$ cat src/rtl/xlr8_tone_gen_pkg.sv
// Shared types and constants for the xlr8 tone generator.
// CTRL bit positions, register widths and the half-period clamp helper.
package xlr8_tone_pkg;
    localparam int DATA_W = 8;
    localparam int PER_W  = 16;
    localparam int DUR_W  = 8;

    localparam int CTRL_EN    = 0;
    localparam int CTRL_START = 1;
    localparam int CTRL_CONT  = 2;
    localparam int CTRL_INV2  = 3;
    localparam int CTRL_BUSY  = 7;

    localparam logic [PER_W-1:0] PER_ONE = {{(PER_W-1){1'b0}}, 1'b1};
    localparam logic [DUR_W-1:0] DUR_ONE = {{(DUR_W-1){1'b0}}, 1'b1};

    typedef enum logic {
        ST_IDLE = 1'b0,
        ST_PLAY = 1'b1
    } tone_state_t;

    // A zero half-period would never toggle, so it plays as the shortest one.
    function automatic logic [PER_W-1:0] per_clamp(input logic [PER_W-1:0] per);
        return (per == '0) ? PER_ONE : per;
    endfunction
endpackage

$ cat src/rtl/xlr8_tone_gen_if.sv
// AVR data-memory bus as seen by the tone generator.
// The master drives address/strobes/write data; the slave returns read data.
interface xlr8_tone_gen_if;
    logic [7:0] dbus_in;
    logic [7:0] dbus_out;
    logic       io_out_en;
    logic [7:0] ramadr;
    logic       ramre;
    logic       ramwe;
    logic       dm_sel;

    modport master (output dbus_in, ramadr, ramre, ramwe, dm_sel,
                    input  dbus_out, io_out_en);
    modport slave  (input  dbus_in, ramadr, ramre, ramwe, dm_sel,
                    output dbus_out, io_out_en);
endinterface

$ cat src/rtl/xlr8_tone_gen_core.sv
// Tone sequencer: FSM, tick prescaler, half-period counter and period counter.
//
// state   | meaning
// IDLE    | silent, waiting for START with EN set
// PLAY    | toggling wave every active_per ticks
module xlr8_tone_core
    import xlr8_tone_pkg::*;
#(
    parameter int PRESCALE = 16
) (
    input  logic             clk,
    input  logic             rstn,
    input  logic             clken,
    input  logic             i_start,
    input  logic             i_en,
    input  logic             i_cont,
    input  logic [PER_W-1:0] i_per,
    input  logic [DUR_W-1:0] i_dur,
    output logic             o_wave,
    output logic             o_busy,
    output logic             o_done
);
    localparam logic [15:0] PRE_LAST = 16'(PRESCALE - 1);

    tone_state_t      r_state;
    tone_state_t      w_state_nxt;
    logic [15:0]      r_pre;
    logic [PER_W-1:0] r_hcnt;
    logic [PER_W-1:0] r_active_per;
    logic [DUR_W-1:0] r_cyc_left;
    logic             r_wave;
    logic             r_done;
    logic             w_start_ok;
    logic             w_tick;
    logic             w_hp_end;
    logic             w_rise;
    logic             w_last;

    assign w_start_ok = i_start && i_en && ((i_dur != '0) || i_cont);
    assign w_tick     = (r_state == ST_PLAY) && (r_pre == PRE_LAST);
    assign w_hp_end   = w_tick && (r_hcnt == r_active_per - PER_ONE);
    assign w_rise     = w_hp_end && !r_wave;
    assign w_last     = w_rise && !i_cont && (r_cyc_left <= DUR_ONE);

    always_ff @(posedge clk or negedge rstn) begin
        if (!rstn) begin
            r_state <= ST_IDLE;
        end else if (clken) begin
            r_state <= w_state_nxt;
        end
    end

    always_comb begin
        w_state_nxt = r_state;
        if (!i_en) begin
            w_state_nxt = ST_IDLE;
        end else if (w_start_ok) begin
            w_state_nxt = ST_PLAY;
        end else if ((r_state == ST_PLAY) && w_last) begin
            w_state_nxt = ST_IDLE;
        end
    end

    always_comb begin
        o_busy = (r_state == ST_PLAY);
        o_wave = r_wave;
        o_done = r_done;
    end

    always_ff @(posedge clk or negedge rstn) begin
        if (!rstn) begin
            r_pre        <= '0;
            r_hcnt       <= '0;
            r_active_per <= '0;
            r_cyc_left   <= '0;
            r_wave       <= 1'b0;
            r_done       <= 1'b0;
        end else if (clken) begin
            r_done <= i_en && !w_start_ok && w_last;
            if (!i_en) begin
                r_wave <= 1'b0;
            end else if (w_start_ok) begin
                r_pre        <= '0;
                r_hcnt       <= '0;
                r_active_per <= per_clamp(i_per);
                r_cyc_left   <= i_dur;
                r_wave       <= 1'b1;
            end else if (r_state == ST_PLAY) begin
                r_pre <= w_tick ? '0 : r_pre + 16'd1;
                if (w_hp_end) begin
                    // PER is only sampled here so a phase is never cut short.
                    r_hcnt       <= '0;
                    r_active_per <= per_clamp(i_per);
                    r_wave       <= w_last ? 1'b0 : !r_wave;
                    if (w_rise && !i_cont && (r_cyc_left != '0)) begin
                        r_cyc_left <= r_cyc_left - DUR_ONE;
                    end
                end else if (w_tick) begin
                    r_hcnt <= r_hcnt + PER_ONE;
                end
            end
        end
    end
endmodule

$ cat src/rtl/xlr8_tone_gen.sv
// AVR-mapped square-wave tone generator driving the two speaker pins.
// Holds the register file and read mux; sequencing lives in xlr8_tone_core.
module xlr8_tone_gen
    import xlr8_tone_pkg::*;
#(
    parameter logic [7:0] TONE_CTRL_ADDR = 8'h00,
    parameter logic [7:0] TONE_PERL_ADDR = 8'h00,
    parameter logic [7:0] TONE_PERH_ADDR = 8'h00,
    parameter logic [7:0] TONE_DUR_ADDR  = 8'h00,
    parameter int         PRESCALE       = 16
) (
    input  logic            clk,
    input  logic            rstn,
    input  logic            clken,
    xlr8_tone_gen_if.slave  avr,
    output logic            spk1_out,
    output logic            spk2_out,
    output logic            done_pulse
);
    logic             w_sel_ctrl, w_sel_perl, w_sel_perh, w_sel_dur;
    logic             w_wr_ctrl, w_wr_perl, w_wr_perh, w_wr_dur;
    logic             r_en, r_cont, r_inv2;
    logic [PER_W-1:0] r_per;
    logic [DUR_W-1:0] r_dur;
    logic             w_en, w_cont, w_start;
    logic             w_wave, w_busy;
    logic [DATA_W-1:0] w_ctrl_rd;

    assign w_sel_ctrl = avr.dm_sel && (avr.ramadr == TONE_CTRL_ADDR);
    assign w_sel_perl = avr.dm_sel && (avr.ramadr == TONE_PERL_ADDR);
    assign w_sel_perh = avr.dm_sel && (avr.ramadr == TONE_PERH_ADDR);
    assign w_sel_dur  = avr.dm_sel && (avr.ramadr == TONE_DUR_ADDR);
    assign w_wr_ctrl  = clken && avr.ramwe && w_sel_ctrl;
    assign w_wr_perl  = clken && avr.ramwe && w_sel_perl;
    assign w_wr_perh  = clken && avr.ramwe && w_sel_perh;
    assign w_wr_dur   = clken && avr.ramwe && w_sel_dur;

    always_ff @(posedge clk or negedge rstn) begin
        if (!rstn) begin
            r_en   <= 1'b0;
            r_cont <= 1'b0;
            r_inv2 <= 1'b0;
            r_per  <= '0;
            r_dur  <= '0;
        end else begin
            if (w_wr_ctrl) begin
                r_en   <= avr.dbus_in[CTRL_EN];
                r_cont <= avr.dbus_in[CTRL_CONT];
                r_inv2 <= avr.dbus_in[CTRL_INV2];
            end
            if (w_wr_perl) r_per[7:0]  <= avr.dbus_in;
            if (w_wr_perh) r_per[15:8] <= avr.dbus_in;
            if (w_wr_dur)  r_dur       <= avr.dbus_in;
        end
    end

    // The core sees a CTRL write in the same cycle, so EN/START in one write start a tone.
    assign w_en    = w_wr_ctrl ? avr.dbus_in[CTRL_EN]   : r_en;
    assign w_cont  = w_wr_ctrl ? avr.dbus_in[CTRL_CONT] : r_cont;
    assign w_start = w_wr_ctrl && avr.dbus_in[CTRL_START];

    xlr8_tone_core #(.PRESCALE(PRESCALE)) u_core (
        .clk     (clk),
        .rstn    (rstn),
        .clken   (clken),
        .i_start (w_start),
        .i_en    (w_en),
        .i_cont  (w_cont),
        .i_per   (r_per),
        .i_dur   (r_dur),
        .o_wave  (w_wave),
        .o_busy  (w_busy),
        .o_done  (done_pulse)
    );

    always_comb begin
        w_ctrl_rd            = '0;
        w_ctrl_rd[CTRL_EN]   = r_en;
        w_ctrl_rd[CTRL_CONT] = r_cont;
        w_ctrl_rd[CTRL_INV2] = r_inv2;
        w_ctrl_rd[CTRL_BUSY] = w_busy;
    end

    assign avr.dbus_out  = ({DATA_W{w_sel_ctrl}} & w_ctrl_rd)
                         | ({DATA_W{w_sel_perl}} & r_per[7:0])
                         | ({DATA_W{w_sel_perh}} & r_per[15:8])
                         | ({DATA_W{w_sel_dur}}  & r_dur);
    assign avr.io_out_en = (w_sel_ctrl || w_sel_perl || w_sel_perh || w_sel_dur) && avr.ramre;

    assign spk1_out = w_busy & w_wave;
    assign spk2_out = w_busy & (w_wave ^ r_inv2);
endmodule

$ cat src/flat_wrapper.sv
// flat-port wrapper written by rule: the top's interface ports become plain ports
module xlr8_tone_gen_flat import xlr8_tone_pkg::*;
#(
    parameter logic [7:0] TONE_CTRL_ADDR = 8'h00,
    parameter logic [7:0] TONE_PERL_ADDR = 8'h00,
    parameter logic [7:0] TONE_PERH_ADDR = 8'h00,
    parameter logic [7:0] TONE_DUR_ADDR  = 8'h00,
    parameter int         PRESCALE       = 16
)
  (clk, rstn, clken, spk1_out, spk2_out, done_pulse, avr_dbus_in, avr_ramadr, avr_ramre, avr_ramwe, avr_dm_sel, avr_dbus_out, avr_io_out_en);
  xlr8_tone_gen_if avr_i ();
  input  logic clk;
  input  logic rstn;
  input  logic clken;
  output logic spk1_out;
  output logic spk2_out;
  output logic done_pulse;
  input wire logic [$bits(avr_i.dbus_in)-1:0] avr_dbus_in;
  input wire logic [$bits(avr_i.ramadr)-1:0] avr_ramadr;
  input wire logic [$bits(avr_i.ramre)-1:0] avr_ramre;
  input wire logic [$bits(avr_i.ramwe)-1:0] avr_ramwe;
  input wire logic [$bits(avr_i.dm_sel)-1:0] avr_dm_sel;
  output wire logic [$bits(avr_i.dbus_out)-1:0] avr_dbus_out;
  output wire logic [$bits(avr_i.io_out_en)-1:0] avr_io_out_en;
  assign avr_i.dbus_in = avr_dbus_in;
  assign avr_i.ramadr = avr_ramadr;
  assign avr_i.ramre = avr_ramre;
  assign avr_i.ramwe = avr_ramwe;
  assign avr_i.dm_sel = avr_dm_sel;
  assign avr_dbus_out = avr_i.dbus_out;
  assign avr_io_out_en = avr_i.io_out_en;
  xlr8_tone_gen #(.TONE_CTRL_ADDR(TONE_CTRL_ADDR), .TONE_PERL_ADDR(TONE_PERL_ADDR), .TONE_PERH_ADDR(TONE_PERH_ADDR), .TONE_DUR_ADDR(TONE_DUR_ADDR), .PRESCALE(PRESCALE)) u_core (.clk(clk), .rstn(rstn), .clken(clken), .avr(avr_i), .spk1_out(spk1_out), .spk2_out(spk2_out), .done_pulse(done_pulse));
endmodule
$ cat config.mk
export PLATFORM = sky130hd
export DESIGN_NAME = xlr8_tone_gen_flat
export DESIGN_NICKNAME = d
export VERILOG_FILES = /design/src/rtl/xlr8_tone_gen_pkg.sv /design/src/rtl/xlr8_tone_gen_if.sv /design/src/rtl/xlr8_tone_gen_core.sv /design/src/rtl/xlr8_tone_gen.sv /design/src/flat_wrapper.sv
export SDC_FILE = /design/constraint.sdc
export NUM_CORES = 1
export LEC_CHECK = 0
export CAP_MARGIN = 10
export CORE_MARGIN = 2
export CORE_UTILIZATION = 51
export CTS_BUF_LIST = sky130_fd_sc_hd__clkbuf_8
export DETAILED_ROUTE_END_ITERATION = 16
export PLACE_DENSITY = 0.76
export SETUP_SLACK_MARGIN = 0.15
export SYNTH_ARGS = -nofsm -noshare
export SYNTH_HDL_FRONTEND = slang
export SYNTH_SLANG_ARGS = --single-unit
$ cat constraint.sdc
create_clock -name clk -period 5.9 [get_ports clk]
set_input_delay 0.885 -clock clk [delete_from_list [all_inputs] [get_ports clk]]
set_output_delay 0.885 -clock clk [all_outputs]
set_load 0.01 [all_outputs]
==> flow_metrics.env <==
export IMPL_grt_pass1_wl_um=14500
export IMPL_critPathLaunchType="input pin"
export IMPL_clock_latency_ns=0.34
export IMPL_hold_end="u_core.u_core.o_done"
export IMPL_grt_max_degree=63
export IMPL_setup_violations=0
export IMPL_drt_pre_antenna_iters=4
export IMPL_worst_slew_pin_slew_ns=1.06
export IMPL_cts_buffers=9
export IMPL_arrival_ns=2.86
export IMPL_met2_usage=0.341
export IMPL_htreeDepth=3
export IMPL_placed_cell_area_sq_mm=0.00418
export IMPL_num_vias=3105
export IMPL_status="complete, no violations"
export IMPL_cts_root_buf="clkbuf_8"
export IMPL_clk_pin_slew_ns=0.07
export IMPL_power_frac_comb=0.036
export IMPL_swShare=0.215
export IMPL_clk_path_buf_depth=2
export IMPL_ys_seq_area_frac=0.407
export IMPL_rsz0062_at_grt="false"
export IMPL_netlist_cell_type_count=58
export IMPL_final_cell_area_sq_mm=0.00440
export IMPL_worstHoldStart="u_core.u_core.o_done"
export IMPL_yosys_top_cells_area="dfrtp_1 (41%), xnor2_1 (7.6%), nor2_1 (5.1%), nand2_1 (4.7%), xor2_1 (4.1%)"
export IMPL_pwr_density_cell_mw_per_mm2=200
export IMPL_fin_tns_setup_ns=0
export IMPL_finClkSkew_ns=0.0139
export IMPL_synth_area_sq_mm=0.00381
export IMPL_synth_cells=418
export IMPL_core_area_sq_mm=0.00725
export IMPL_vdd_drop_max_v=0.000108
export IMPL_grt_util_met3=0.0342
export IMPL_hold_buffers=0
export IMPL_ant_nets=0
export IMPL_drv_cap=0
export IMPL_r2r_setup_slack_ns=2.40
export IMPL_synth_fp_nets=445
export IMPL_worst_r2r_path_depth=9
export IMPL_grt_pass1_vias=2948
export IMPL_drive_above_1_share=0.109
export IMPL_r2r_end="u_core.u_core.r_active_per[13]"
export IMPL_hp_class="reg2reg"
export IMPL_maxSlewViolCount=0
export IMPL_start_util=0.526
export IMPL_p_seq_frac=0.487
export IMPL_drc=0
export IMPL_syn2layout_area_growth_pct=15.3
export IMPL_antenna_cells=0
export IMPL_worstPathRequired_ns=5.02
export IMPL_ys_flop_type="dfrtp_1"
export IMPL_hold_depth=1
export IMPL_first_iter_violations=177
export IMPL_hold_viol_final=0
export IMPL_clock_sinks=62
export IMPL_dieWidth_um=90.5
export IMPL_clkPwrFrac=0.477
export IMPL_timing_rr_start="u_core.u_core.r_active_per[9]"
export IMPL_die_y_um=90.5
export IMPL_async_flop_share=1.00
export IMPL_switching_power_uw=189
export IMPL_drt_wl_total_um=8550
export IMPL_busiest_layer="met2"
export IMPL_fin_crit_ns=3.74
export IMPL_post_cts_buffers=0
export IMPL_hpwl_um=6200
export IMPL_cp_end_kind="primary output"
export IMPL_syn_area_per_cell_sq_um=9.13
export IMPL_p_int_uw=689
export IMPL_yosys_area_top_type="dfrtp_1"
export IMPL_antenna_found_initial=0
export IMPL_routed_via_density=5.65
export IMPL_routedWlPerCell_um=15.6
export IMPL_timing_fmax_mhz=267
export IMPL_track_usage=0.222
export IMPL_final_fill_count=641
export IMPL_met1_usage=0.317
export IMPL_place_congestion=0.837
export IMPL_cts_tree="built"
export IMPL_relSlewSlack=0.296
export IMPL_ios=34
export IMPL_synth_edff_count=0
export IMPL_ys_ff_latch=62
export IMPL_gr_total_overflow=0
export IMPL_finalCritPeriodShare=0.634
export IMPL_synth_top_area_frac=0.407
export IMPL_cp_max_fo=10
export IMPL_die_area_sq_mm=0.00819
export IMPL_final_net_count=473
export IMPL_port_buffers=33
export IMPL_crit_type="in2out"
export IMPL_cts_resized=0
export IMPL_leakage_nw=1.92
export IMPL_rows=31
export IMPL_yosys_warnings=0
## layer usage
layer / up-vias / part of all wire / routed length [um]
met2: 59 / 0.48 / 4100
li1: 1508 / - / -
met5: - / 0 / 0
met1: 1529 / 0.47 / 4050
met3: 9 / 0.033 / 284
met4: 0 / 0.014 / 120
## layout make-up
type,count,area (sq um),share of cell area
multi-input cells,318,2080,0.474
flip-flops and latches,62,1550,0.353
repair buffers,35,340,0.0774
clock buffers,10,138,0.0313
well taps,99,124,0.0282
clock inverters,6,85.1,0.0193
inverters,20,75.1,0.0171
## cell usage in the layout, fill, tap and decap left out, types with 2 or more instances in the layout
| cell type | n |
|---|---|
| bufinv_16 | 2 |
| nor4_1 | 7 |
| nand4_1 | 12 |
| clkinvlp_4 | 2 |
| a311oi_1 | 3 |
| o21ai_0 | 11 |
| nor3b_1 | 2 |
| a22o_1 | 2 |
| and4_1 | 4 |
| a21boi_0 | 2 |
| dfrtp_1 | 62 |
| and3_1 | 9 |
| nor3_1 | 13 |
| xnor2_1 | 33 |
| nand2b_1 | 3 |
| o21ai_1 | 5 |
| and2_1 | 10 |
| mux2_2 | 11 |
| mux2i_1 | 4 |
| a31oi_1 | 3 |
| a21oi_1 | 7 |
| inv_1 | 20 |
| clkbuf_8 | 10 |
| xor2_1 | 18 |
| nand3_1 | 15 |
| o211ai_1 | 3 |
| nand4b_1 | 2 |
| nor2_1 | 52 |
| nand2_1 | 48 |
| clkdlybuf4s50_1 | 32 |
| clkinv_2 | 2 |
| nor4_2 | 5 |
| o21a_1 | 3 |
| or3_1 | 3 |
| buf_4 | 2 |
| ha_1 | 5 |
## critical path: stages
cell and delay (ns):
clkdlybuf4s50_1 0.41, nor4b_2 0.42, and3_1 0.41, and2_1 0.18
clkdlybuf4s50_1 0.54
## state kept, by name (all words and copies together) (netlist names), 7 cells and up
name / cells
u_core.u_core.r_active_per: 9
u_core.r_dur: 7
u_core.u_core.r_hcnt: 16
u_core.u_core.r_pre: 16
u_core.u_core.r_cyc_left: 8
## logic make-up after synthesis
logic type | share of synthesized area
DFF | 0.407
xor gates and xnor gates | 0.121
adders and majority gates | 0.0164
buffers and inverters | 0.0469
and+or+nand+nor | 0.277
AOI/OAI and AO/OA | 0.0889
muxes | 0.0430
## worst max path at each step
| stage | cells after the start | from | slack, ns | end |
|---|---|---|---|---|
| after floorplan | 9 | avr_ramadr[4] | 2.79 | u_core.u_core.r_cyc_left[1] |
| after global placement | 9 | avr_ramadr[4] | 1.90 | u_core.u_core.r_hcnt[7] |
| after detailed placement | 9 | avr_ramadr[4] | 1.90 | u_core.u_core.r_hcnt[7] |
| after CTS | 5 | avr_ramadr[4] | 2.15 | avr_dbus_out[7] |
| after global routing | 9 | avr_ramadr[4] | 1.98 | u_core.u_core.r_hcnt[15] |
| final | 5 | avr_ramadr[4] | 2.16 | avr_dbus_out[1] |
## power groups by stage
stage | combinational [mW] | sequential [mW] | clock (mW)
after detailed placement | 0.0322 | 0.436 | 0
after global routing | 0.0357 | 0.428 | 0.448
after global placement | 0.0316 | 0.436 | 0
final | 0.0318 | 0.428 | 0.419
after CTS | 0.0323 | 0.428 | 0.425
after floorplan | 0.00771 | 0.435 | 0
## synthesized netlist by cell type (all sizes together), types with 2 or more instances
cell	number
a31o	2
mux2i	4
o21ai	17
nand4b	2
inv	20
buf	11
a21boi	2
dfrtp	62
o21a	3
xnor2	34
and2	10
a311oi	3
nor4	13
nor3	15
nand2	48
a31oi	3
and4	4
nand2b	3
a21oi	8
a211oi	2
xor2	18
nor3b	3
nor2	52
and3	10
mux2	11
nand4	13
or4	2
clkbuf	7
o211ai	3
nand3	15
ha	5
or3	4
a22o	2
## per-stage QoR
| stage | setup slack [ns] | cells | hold slack (ns) | utilization | power [mW] |
|---|---|---|---|---|---|
| final | 2.16 | 550 | 0.538 | 0.606 | 0.878 |
| after detailed placement | 1.90 | 534 | 0.521 | 0.576 | 0.468 |
| after global routing | 1.98 | 550 | 0.557 | 0.606 | 0.911 |
| after global placement | 1.90 | 534 | 0.529 | 0.576 | 0.467 |
| after CTS | 2.15 | 550 | 0.543 | 0.606 | 0.885 |
| after floorplan | 2.79 | 418 | 0.491 | - | 0.443 |
Power figures use the tool's default switching activity.
